`src/rtl/ctrl_seq_pkg.sv`:
```
// Shared definitions for the control sequencer:
// opcode class indices, FSM state encoding, flag bit indices.
package ctrl_seq_pkg;

  localparam int OPC_W    = 13;

  localparam int C_NOP    = 0;
  localparam int C_ALU_RR = 1;
  localparam int C_ALU_RI = 2;
  localparam int C_CMP    = 3;
  localparam int C_LOAD   = 4;
  localparam int C_STORE  = 5;
  localparam int C_BR_U   = 6;
  localparam int C_BR_EQ  = 7;
  localparam int C_BR_NE  = 8;
  localparam int C_BR_GE  = 9;
  localparam int C_BR_GT  = 10;
  localparam int C_INPUT  = 11;
  localparam int C_HALT   = 12;

  // branch classes occupy one contiguous run of indices
  localparam int BR_N     = C_BR_GT - C_BR_U + 1;

  localparam logic [OPC_W-1:0] OPC_NOP = OPC_W'(1) << C_NOP;

  typedef enum logic [2:0] {
    S_FETCH  = 3'd0,
    S_DECODE = 3'd1,
    S_EXEC   = 3'd2,
    S_MEM    = 3'd3,
    S_WB     = 3'd4,
    S_HALT   = 3'd5
  } state_e;

  localparam int F_OVF   = 0;
  localparam int F_NEG   = 1;
  localparam int F_ZERO  = 2;
  localparam int F_CARRY = 3;

  function automatic logic onehot(input logic [OPC_W-1:0] v);
    return (v != '0) && ((v & (v - OPC_W'(1))) == '0);
  endfunction

endpackage

```
`src/rtl/control_sequencer_if.sv`:
```
// Fetch, datapath-control and memory-status bundle.
// master: fetch/datapath side; slave: the sequencer.
interface ctrl_seq_if #(
  parameter int REG_W  = 2,
  parameter int FLAG_W = 4
) ();
  import ctrl_seq_pkg::*;

  logic              instr_valid;
  logic              instr_ready;
  logic [OPC_W-1:0]  opc_in;
  logic [REG_W-1:0]  rx_in;
  logic [REG_W-1:0]  ry_in;
  logic [FLAG_W-1:0] flag_in;
  logic              mem_busy;
  logic [REG_W-1:0]  sel_a;
  logic [REG_W-1:0]  sel_b;
  logic [REG_W-1:0]  sel_w;
  logic              reg_we;
  logic              alu_en;
  logic              imm_sel;
  logic              mem_rd;
  logic              mem_wr;
  logic              in_sel;
  logic              pc_load;
  logic [FLAG_W-1:0] flags_q;
  logic [2:0]        phase;
  logic              halted;
  logic              illegal;

  modport master (
    output instr_valid, opc_in, rx_in, ry_in,
    output flag_in, mem_busy,
    input  instr_ready, sel_a, sel_b, sel_w,
    input  reg_we, alu_en, imm_sel, mem_rd,
    input  mem_wr, in_sel, pc_load, flags_q,
    input  phase, halted, illegal
  );

  modport slave (
    input  instr_valid, opc_in, rx_in, ry_in,
    input  flag_in, mem_busy,
    output instr_ready, sel_a, sel_b, sel_w,
    output reg_we, alu_en, imm_sel, mem_rd,
    output mem_wr, in_sel, pc_load, flags_q,
    output phase, halted, illegal
  );

endinterface

```
`src/rtl/control_sequencer_branch_eval.sv`:
```
// Combinational branch resolution.
// br: one-hot BR_U..BR_GT slice; flags: O,N,Z; taken out.
module branch_eval
  import ctrl_seq_pkg::*;
(
  input  logic [BR_N-1:0] br,
  input  logic [2:0]      flags,
  output logic            taken
);

  logic z;
  logic ge;

  assign z  = flags[F_ZERO];
  assign ge = ~(flags[F_NEG] ^ flags[F_OVF]);

  assign taken = br[C_BR_U  - C_BR_U]
               | (br[C_BR_EQ - C_BR_U] &  z)
               | (br[C_BR_NE - C_BR_U] & ~z)
               | (br[C_BR_GE - C_BR_U] &  ge)
               | (br[C_BR_GT - C_BR_U] & ~z & ge);

endmodule

```
`src/rtl/control_sequencer.sv`:
```
// Multi-cycle control FSM: FETCH/DECODE/EXEC/MEM/WB/HALT.
// Ports: clk, rst_n (sync, active low), bus (ctrl_seq_if.slave).
module control_sequencer
  import ctrl_seq_pkg::*;
#(
  parameter int REG_W  = 2,
  parameter int FLAG_W = 4
) (
  input logic       clk,
  input logic       rst_n,
  ctrl_seq_if.slave bus
);

  if (FLAG_W < 4) begin : g_flag_w_check
    $error("control_sequencer: FLAG_W must be >= 4");
  end

  state_e            state_q, state_d;
  logic [OPC_W-1:0]  opc_q, opc_d;
  logic [REG_W-1:0]  rx_q, rx_d, ry_q, ry_d;
  logic [FLAG_W-1:0] flg_q, flg_d;
  logic              ill_d, taken;
  logic              ex_d, mem_d, wb_d;

  logic              ready_q, alu_q, imm_q;
  logic              we_q, rd_q, wr_q, in_q;
  logic              pc_q, halt_q, ill_q;
  logic [REG_W-1:0]  sel_a_q, sel_b_q, sel_w_q;

  // flags only change at the end of EXEC, so the value
  // seen while entering EXEC is the one branches use
  branch_eval u_br (
    .br    (opc_d[C_BR_GT:C_BR_U]),
    .flags (flg_q[2:0]),
    .taken (taken)
  );

  always_comb begin
    state_d = state_q;
    opc_d   = opc_q;
    rx_d    = rx_q;
    ry_d    = ry_q;
    flg_d   = flg_q;
    ill_d   = 1'b0;
    unique case (state_q)
      S_FETCH: begin
        if (bus.instr_valid) begin
          state_d = S_DECODE;
          opc_d   = bus.opc_in;
          rx_d    = bus.rx_in;
          ry_d    = bus.ry_in;
        end
      end
      S_DECODE: begin
        if (onehot(opc_q)) begin
          state_d = S_EXEC;
        end else begin
          state_d = S_FETCH;
          opc_d   = OPC_NOP;
          ill_d   = 1'b1;
        end
      end
      S_EXEC: begin
        state_d = S_FETCH;
        if (opc_q[C_ALU_RR] | opc_q[C_ALU_RI] | opc_q[C_CMP])
          flg_d = bus.flag_in;
        unique case (1'b1)
          opc_q[C_ALU_RR],
          opc_q[C_ALU_RI],
          opc_q[C_INPUT]:  state_d = S_WB;
          opc_q[C_LOAD],
          opc_q[C_STORE]:  state_d = S_MEM;
          opc_q[C_HALT]:   state_d = S_HALT;
          default:         state_d = S_FETCH;
        endcase
      end
      S_MEM: begin
        if (!bus.mem_busy)
          state_d = opc_q[C_LOAD] ? S_WB : S_FETCH;
      end
      S_WB:    state_d = S_FETCH;
      S_HALT:  state_d = S_HALT;
      default: state_d = S_FETCH;
    endcase
  end

  assign ex_d  = (state_d == S_EXEC);
  assign mem_d = (state_d == S_MEM);
  assign wb_d  = (state_d == S_WB);

  // strobes are decoded from the next state so that
  // every output leaves a flop
  always_ff @(posedge clk) begin
    if (!rst_n) begin
      state_q <= S_FETCH;
      opc_q   <= OPC_NOP;
      rx_q    <= '0;
      ry_q    <= '0;
      flg_q   <= '0;
      ready_q <= 1'b1;
      alu_q   <= 1'b0;
      imm_q   <= 1'b0;
      we_q    <= 1'b0;
      rd_q    <= 1'b0;
      wr_q    <= 1'b0;
      in_q    <= 1'b0;
      pc_q    <= 1'b0;
      halt_q  <= 1'b0;
      ill_q   <= 1'b0;
      sel_a_q <= '0;
      sel_b_q <= '0;
      sel_w_q <= '0;
    end else begin
      state_q <= state_d;
      opc_q   <= opc_d;
      rx_q    <= rx_d;
      ry_q    <= ry_d;
      flg_q   <= flg_d;
      ready_q <= (state_d == S_FETCH);
      alu_q   <= ex_d & (opc_d[C_ALU_RR] | opc_d[C_ALU_RI]
                       | opc_d[C_CMP] | opc_d[C_LOAD]
                       | opc_d[C_STORE]);
      imm_q   <= ex_d & (opc_d[C_ALU_RI] | opc_d[C_LOAD]
                       | opc_d[C_STORE]);
      pc_q    <= ex_d & taken;
      rd_q    <= mem_d & opc_d[C_LOAD];
      wr_q    <= mem_d & opc_d[C_STORE];
      we_q    <= wb_d;
      in_q    <= wb_d & opc_d[C_INPUT];
      halt_q  <= (state_d == S_HALT);
      ill_q   <= ill_d;
      sel_a_q <= ex_d ? rx_d : '0;
      sel_b_q <= ex_d ? ry_d : '0;
      sel_w_q <= wb_d ? rx_d : '0;
    end
  end

  assign bus.instr_ready = ready_q;
  assign bus.alu_en      = alu_q;
  assign bus.imm_sel     = imm_q;
  assign bus.reg_we      = we_q;
  assign bus.mem_rd      = rd_q;
  assign bus.mem_wr      = wr_q;
  assign bus.in_sel      = in_q;
  assign bus.pc_load     = pc_q;
  assign bus.halted      = halt_q;
  assign bus.illegal     = ill_q;
  assign bus.sel_a       = sel_a_q;
  assign bus.sel_b       = sel_b_q;
  assign bus.sel_w       = sel_w_q;
  assign bus.flags_q     = flg_q;
  assign bus.phase       = state_q;

endmodule

```
`src/flat_wrapper.sv`:
```
// flat-port wrapper written by rule: the top's interface ports become plain ports
module control_sequencer_flat import ctrl_seq_pkg::*;
#(
  parameter int REG_W  = 2,
  parameter int FLAG_W = 4
)
  (clk, rst_n, bus_instr_valid, bus_opc_in, bus_rx_in, bus_ry_in, bus_flag_in, bus_mem_busy, bus_instr_ready, bus_sel_a, bus_sel_b, bus_sel_w, bus_reg_we, bus_alu_en, bus_imm_sel, bus_mem_rd, bus_mem_wr, bus_in_sel, bus_pc_load, bus_flags_q, bus_phase, bus_halted, bus_illegal);
  ctrl_seq_if #(.REG_W(REG_W), .FLAG_W(FLAG_W)) bus_i ();
  input logic clk;
  input logic rst_n;
  input wire logic [$bits(bus_i.instr_valid)-1:0] bus_instr_valid;
  input wire logic [$bits(bus_i.opc_in)-1:0] bus_opc_in;
  input wire logic [$bits(bus_i.rx_in)-1:0] bus_rx_in;
  input wire logic [$bits(bus_i.ry_in)-1:0] bus_ry_in;
  input wire logic [$bits(bus_i.flag_in)-1:0] bus_flag_in;
  input wire logic [$bits(bus_i.mem_busy)-1:0] bus_mem_busy;
  output wire logic [$bits(bus_i.instr_ready)-1:0] bus_instr_ready;
  output wire logic [$bits(bus_i.sel_a)-1:0] bus_sel_a;
  output wire logic [$bits(bus_i.sel_b)-1:0] bus_sel_b;
  output wire logic [$bits(bus_i.sel_w)-1:0] bus_sel_w;
  output wire logic [$bits(bus_i.reg_we)-1:0] bus_reg_we;
  output wire logic [$bits(bus_i.alu_en)-1:0] bus_alu_en;
  output wire logic [$bits(bus_i.imm_sel)-1:0] bus_imm_sel;
  output wire logic [$bits(bus_i.mem_rd)-1:0] bus_mem_rd;
  output wire logic [$bits(bus_i.mem_wr)-1:0] bus_mem_wr;
  output wire logic [$bits(bus_i.in_sel)-1:0] bus_in_sel;
  output wire logic [$bits(bus_i.pc_load)-1:0] bus_pc_load;
  output wire logic [$bits(bus_i.flags_q)-1:0] bus_flags_q;
  output wire logic [$bits(bus_i.phase)-1:0] bus_phase;
  output wire logic [$bits(bus_i.halted)-1:0] bus_halted;
  output wire logic [$bits(bus_i.illegal)-1:0] bus_illegal;
  assign bus_i.instr_valid = bus_instr_valid;
  assign bus_i.opc_in = bus_opc_in;
  assign bus_i.rx_in = bus_rx_in;
  assign bus_i.ry_in = bus_ry_in;
  assign bus_i.flag_in = bus_flag_in;
  assign bus_i.mem_busy = bus_mem_busy;
  assign bus_instr_ready = bus_i.instr_ready;
  assign bus_sel_a = bus_i.sel_a;
  assign bus_sel_b = bus_i.sel_b;
  assign bus_sel_w = bus_i.sel_w;
  assign bus_reg_we = bus_i.reg_we;
  assign bus_alu_en = bus_i.alu_en;
  assign bus_imm_sel = bus_i.imm_sel;
  assign bus_mem_rd = bus_i.mem_rd;
  assign bus_mem_wr = bus_i.mem_wr;
  assign bus_in_sel = bus_i.in_sel;
  assign bus_pc_load = bus_i.pc_load;
  assign bus_flags_q = bus_i.flags_q;
  assign bus_phase = bus_i.phase;
  assign bus_halted = bus_i.halted;
  assign bus_illegal = bus_i.illegal;
  control_sequencer #(.REG_W(REG_W), .FLAG_W(FLAG_W)) u_core (.clk(clk), .rst_n(rst_n), .bus(bus_i));
endmodule
```
`config.mk`:
```
export PLATFORM = sky130hd
export DESIGN_NAME = control_sequencer_flat
export DESIGN_NICKNAME = d
export VERILOG_FILES = /design/src/rtl/ctrl_seq_pkg.sv /design/src/rtl/control_sequencer_if.sv /design/src/rtl/control_sequencer_branch_eval.sv /design/src/rtl/control_sequencer.sv /design/src/flat_wrapper.sv
export SDC_FILE = /design/constraint.sdc
export NUM_CORES = 1
export LEC_CHECK = 0
export BUFFER_PORTS_ARGS = -buffer_cell sky130_fd_sc_hd__buf_2
export CAP_MARGIN = 10
export CORE_UTILIZATION = 50
export CTS_CLUSTER_SIZE = 40
export DETAILED_ROUTE_END_ITERATION = 8
export PLACE_DENSITY = 0.74
export SETUP_SLACK_MARGIN = 0.1
export SYNTH_ARGS = -nofsm -noshare
export SYNTH_HDL_FRONTEND = slang
export SYNTH_SLANG_ARGS = --single-unit
```
`constraint.sdc`:
```
create_clock -name clk -period 3.1 [get_ports clk]
set_clock_uncertainty 0.2 [all_clocks]
set_input_delay 0.31 -clock clk [delete_from_list [all_inputs] [get_ports clk]]
set_output_delay 0.31 -clock clk [all_outputs]
set_load 0.01 [all_outputs]
```
==> Yosys cells after proc, flatten, opt, wreduce, memory -nomap -nowiden <==
Cells that the tools add are included.
W data, S select, Z words.
{ "totals": {"ff_bits": 40, "input_bits": 25, "output_inout_bits": 23, "word_cells": 84} }
{ "op_classes": {"add_sub_neg": 1, "n_eq_ne": 10, "muxes": 14, "bitwise": 27, "reduce_logical": 13} }
{ "ops": {"columns": ["operator", "count"], "rows": [
  ["$mux W13", 2],
  ["$pmux W13 S2", 1],
  ["$pmux W3 S5", 1],
  ["$and A13 B13 Y13", 1],
  ["$logic_not A13 Y1", 1],
  ["$reduce_bool A13 Y1", 1],
  ["$sub A13 B1 Y13 const B", 1],
  ["$eq A3 B2 Y1 const B", 4],
  ["$or A1 B1 Y1", 12],
  ["$and A1 B1 Y1", 11],
  ["$mux W2", 5],
  ["$eq A3 B3 Y1 const B", 3],
  ["$mux W3", 3],
  ["$pmux W3 S3", 1],
  ["$reduce_and A2 Y1", 4],
  ["$logic_not A3 Y1", 2],
  ["$ne A2 B2 Y1 const B", 2],
  ["$eq A3 B1 Y1 const B", 1],
  ["$reduce_and A3 Y1", 1],
  ["$reduce_or A3 Y1", 1],
  ["$not A1 Y1", 2],
  ["$reduce_bool A2 Y1", 1],
  ["$reduce_or A2 Y1", 1],
  ["$logic_and A1 B1 Y1", 1],
  ["other kinds (2)", 2]
]} }

==> Depth between registers and ports, before layout <==
{ "depth": {"ltp_word": 12, "ltp_mapped": 8, "mapped_depth_nobuf": 6} }

==> Modules after synthesis <==
From an unflattened synthesis, not the netlist that was laid out.
{ "unflattened": {"cells_unflattened": 207, "hier_area_um2": 1834.3} }
{ "modules_own_cells": {"columns": ["mod", "instances", "cells_each", "area_per_inst_um2", "seq_area_each_um2"], "rows": [
  ["control_sequencer", 1, 201, 1793.0, 800.8],
  ["branch_eval", 1, 6, 41.3, 0.0]
]} }

==> Worst setup path after synthesis <==
OpenSTA, ideal clock, no wires.
{ "synth_path": {"kind": "register to register", "startpoint": "register u_core.opc_q[2]", "endpoint": "register u_core.imm_q (netlist: u_core.bus.imm_sel)", "setup_time_ns": 0.130, "arrival_time_ns": 1.872, "required_ns": 2.770, "slack_ns": 0.897, "path_stages_with_launch": 8, "path_buffers": 1, "synth_period_minus_slack_ns": 2.203, "path_cell_list": "dfxtp_1 > buf_6 > or3_4 > nor4b_4 > mux2i_1 > a211oi_1 > o21ai_1 > nor2_1"} }
{ "synth_between": {"elab_chain_len": 9, "word_cells_on_any_way": 16, "cone_classes": "add/sub (1); eq/ne (1); mux (6); bitwise (4); reduce/logical (4)"} }
{ "synth_rtl": {"columns": ["element", "line", "text"], "rows": [
  ["start: declaration", "control_sequencer.sv:19", "logic [OPC_W-1:0] opc_q, opc_d;"],
  ["start signal: assignment", "control_sequencer.sv:115", "opc_q <= opc_d;"],
  ["$sub A13 B1 Y13", "ctrl_seq_pkg.sv:41", "return (v != '0) && ((v & (v - OPC_W'(1))) == '0);"],
  ["$and A13 B13 Y13", "ctrl_seq_pkg.sv:41", null],
  ["$logic_not A13 Y1", "ctrl_seq_pkg.sv:41", null],
  ["$logic_and A1 B1 Y1", "ctrl_seq_pkg.sv:41", null],
  ["$mux W13", "control_sequencer.sv:55", "if (onehot(opc_q)) begin"],
  ["$pmux W13 S2", "control_sequencer.sv:45", "unique case (state_q)"],
  ["$or A1 B1 Y1", "control_sequencer.sv:123", "imm_q <= ex_d & (opc_d[C_ALU_RI] | opc_d[C_LOAD]"],
  ["$or A1 B1 Y1", "control_sequencer.sv:124", "| opc_d[C_STORE]);"],
  ["$and A1 B1 Y1 (*)", "control_sequencer.sv:123", null],
  ["end signal: assignment", "control_sequencer.sv:123", null],
  ["end: declaration", "control_sequencer.sv:25", "logic ready_q, alu_q, imm_q;"]
]} }
Mark *: on every way between the ends. The rest lies on a longest branch, timed or not. The select of a mux whose other input is x is not followed.
A chain may end at the register's enable or synchronous reset.

==> Worst setup path after layout <==
{ "layout_path": {"startpoint": "register u_core.opc_q[5]", "endpoint": "register u_core.opc_q[4]"} }
{ "layout_between": {"elab_chain_len": 6, "word_cells_on_any_way": 7, "cone_classes": "add/sub (1); mux (2); bitwise (1); reduce/logical (3)"} }
{ "layout_rtl": {"columns": ["element", "line"], "rows": [
  ["$sub A13 B1 Y13", "ctrl_seq_pkg.sv:41"],
  ["$and A13 B13 Y13", "ctrl_seq_pkg.sv:41"],
  ["$logic_not A13 Y1", "ctrl_seq_pkg.sv:41"],
  ["$logic_and A1 B1 Y1 (*)", "ctrl_seq_pkg.sv:41"],
  ["$mux W13 (*)", "control_sequencer.sv:55"],
  ["$pmux W13 S2 (*)", "control_sequencer.sv:45"]
]} }
Marked as above.

==> impl_metrics.json <==
{
  "start_kind": "flop",
  "cp_data_arrival_time_ns": 2.57,
  "post-route-util_pct": 67.11,
  "maxCapViolCount": 0,
  "p_per_area_mw_per_mm2": 499.7,
  "grt-busiest-layer": "met2",
  "critPathSlowestCell": "or3_2",
  "cts_buffer_depth": 2,
  "grt_pass1_wl_um": 6762,
  "ys_types": 44,
  "grt.total_usage_pct": 25.27,
  "cts_tree": "built",
  "setup_viol": 0,
  "ioPinCount": 48,
  "cts_max_level": 2,
  "dp_hpwl_um": 2853,
  "layout.nets": 281,
  "use_met1_pct": 30.97,
  "synth-compound-area-share_pct": 21.39,
  "yosys-top-cells-area": "dfxtp_1 (45%), mux2i_1 (5.6%), nand2_1 (4.6%)",
  "fin_crit_sh_pct": 79.63,
  "fillers": 314,
  "cp.required_ns": 3.20,
  "drtIter0Drc": 74,
  "routed_wl_um": 4266,
  "wire_per_inst_um": 14.08,
  "cp_cell_sequence": "or3_2 > a211oi_1 > o211ai_1 > a21oi_2 > buf_4 > o211ai_1 > a21boi_0",
  "coreArea_mm2": 0.003363,
  "synthMostInstantiatedCell": "dfxtp_1",
  "area_growth_pct": 26.95,
  "pre_cts_slack_ns": 0.6916,
  "post-synth-top-area-cell": "dfxtp_1",
  "initial_utilization_pct": 52.86,
  "cts.sink_count": 40,
  "synthAdderAreaFrac_pct": 1.126,
  "dieHeight_um": 61.63,
  "antenna_found_initial": 0,
  "worst_pin_slew_ns": 0.4740,
  "synthMuxAreaShare_pct": 5.630,
  "min_period_ns": 2.469,
  "crit_top_cell": "o211ai_1",
  "avgViaCountPerCell": 5.396,
  "cp_slowest_stage_delay_ns": 0.50,
  "synth_top_area_share_pct": 45.04,
  "p_leak_nw": 0.9986,
  "synthFlopType": "dfxtp_1",
  "synth.ff_latch_count": 40,
  "clk_latency_ns": 0.37,
  "synthCells": 196,
  "grt_use_met3_pct": 5.882,
  "port_buffers": 47,
  "drive_gt1_share_pct": 26.85,
  "first_pass_iters": 4,
  "grt_start_max_net_pins": 24,
  "yosys.area_share.simple_pct": 22.03,
  "routabilityCongestion": 0.8711,
  "cts.clk_slew.worst_paths_ns": 0.13,
  "syn_area_per_cell_um2": 9.071,
  "ant_nets": 0,
  "chipWidth_um": 61.63,
  "status": "finished clean",
  "drv_slew": 0,
  "synth_edf_count": 0,
  "yosysSeqAreaShare_pct": 45.04,
  "vias": 1635,
  "hold_path_class": "primary input to flop",
  "ir_worst_vdd_mv": 0.3814,
  "hold_viol_final": 0,
  "crit_family": "compound AO/OA/AOI/OAI gates",
  "synth_nets": 221,
  "overflow": 0,
  "cp_num_buf_inv": 1,
  "tns_ns": 0,
  "synthArstFlopShare_pct": 0,
  "synth_xor_area_share_pct": 0.4926,
  "diodes": 0,
  "power_mw": 1.128,
  "synth_area_mm2": 0.001778,
  "critPathKind": "flop to flop",
  "grt_pass1_vias": 1509,
  "num_rows": 21,
  "slew_headroom_pct": 68.32,
  "fmax_mhz": 405.1,
  "cts_root_buffer": "clkbuf_4",
  "drc": 0,
  "critPathCaptureType": "flop",
  "rsz0062_at_grt": "false",
  "post_cts_buffers": 0,
  "use_met2_pct": 41.47,
  "synth_top_family_by_area": "simple AND/OR/NAND/NOR gates",
  "setup_ws_ns": 0.6314,
  "cts-buffers-inserted": 5,
  "crit_fanout": 8,
  "die-area_mm2": 0.003798,
  "synth_warnings": 0,
  "synth_common_cells": "dfxtp_1 (40), nand2_1 (22), nor2_1 (14)"
}
-- logic make-up (layout without fill, tap and decap cells) --
| family | after synthesis | in the layout |
|---|---|---|
| compound gates | 54 | 54 |
| xor+xnor | 1 | 1 |
| fa+ha+maj | 2 | 2 |
| buf+inv | 15 | 76 |
| flops | 40 | 40 |
| mux | 10 | 10 |
| simple gates | 74 | 74 |
-- worst reg2reg max path: cells and delay by family, from the launching register on --
family	cells	cell delay, ns
AND/OR/NAND/NOR	1	0.50
buffers and inverters	1	0.22
AO/OA/AOI/OAI	5	1.06
flip-flops	1	0.42
-- cells in the final DEF (no fill, tap or decap), types with 3 or more instances in the layout --
cell           count
nor3_1             6
nand2_1           22
clkbuf_4           5
dfxtp_1           40
o211ai_1           9
buf_4              3
a211oi_1           5
nor2b_1           11
o21ai_0            6
dlygate4sd3_1     13
mux2i_1           10
nand3_1            4
a21boi_1           8
a21oi_1            8
inv_1              5
buf_2             47
nor2_1            14
-- per-stage QoR --
step | std cells | cell area [um^2] | hold WS, ns
2_1_floorplan | 196 | 1778 | 0.2338
3_3_place_gp | 282 | 2042 | 0.2716
3_5_place_dp | 282 | 2042 | 0.2990
4_1_cts | 303 | 2257 | 0.004117
5_1_grt | 303 | 2257 | 0.01183
6_report | 303 | 2257 | 0.01179
-- worst paths after layout --
check / slack, ns / depth (start not counted) / start / endpoint
setup reg to reg: 0.63 / 7 / u_core.opc_q[5] / u_core.opc_q[4]
hold / removal: 0.01 / 3 / bus_opc_in[8] / u_core.opc_q[8]
hold reg to reg: 0.33 / 2 / u_core.ry_q[0] / u_core.bus.sel_b[0]
setup / recovery: 0.63 / 7 / u_core.opc_q[5] / u_core.opc_q[4]
-- flip-flops by register name, summed over array words and instances (netlist names) --
| register | count |
|---|---|
| u_core.bus.alu_en | 1 |
| u_core.bus.flags_q | 4 |
| u_core.bus.halted | 1 |
| u_core.bus.illegal | 1 |
| u_core.bus.imm_sel | 1 |
| u_core.bus.in_sel | 1 |
| u_core.bus.instr_ready | 1 |
| u_core.bus.mem_rd | 1 |
| u_core.bus.mem_wr | 1 |
| u_core.bus.pc_load | 1 |
| u_core.bus.phase | 3 |
| u_core.bus.reg_we | 1 |
| u_core.bus.sel_a | 2 |
| u_core.bus.sel_b | 2 |
| u_core.bus.sel_w | 2 |
| u_core.opc_q | 13 |
| u_core.rx_q | 2 |
| u_core.ry_q | 2 |
-- power breakdown --
part	total [mW]	internal (mW)	switching, mW
registers	0.566	0.537	0.0296
clock network	0.354	0.172	0.182
logic	0.208	0.0969	0.111
-- layout make-up --
| type | count | area (um^2) | area share, % |
|---|---|---|---|
| Multi-Input combinational cell | 141 | 907.1 | 40.19 |
| Sequential cell | 40 | 800.8 | 35.48 |
| Timing Repair Buffer | 63 | 387.9 | 17.18 |
| Tap cell | 46 | 57.56 | 2.550 |
| Clock inverter | 3 | 47.55 | 2.106 |
| Clock buffer | 5 | 37.54 | 1.663 |
| Inverter | 5 | 18.77 | 0.8315 |
-- per-layer routing --
layer / share of wire [%] / up-vias
met5: 0 / -
met4: 1.6 / 0
met3: 4.9 / 8
met2: 48 / 47
met1: 45 / 762
li1: - / 818
-- what timing repair did --
| action | in CTS | in global routing |
|---|---|---|
| endpoints found under the hold margin | 14 | 0 |
| gates resized for setup | 0 | 0 |
| hold buffers | 13 | 0 |
(Power assumes the default switching activity.)
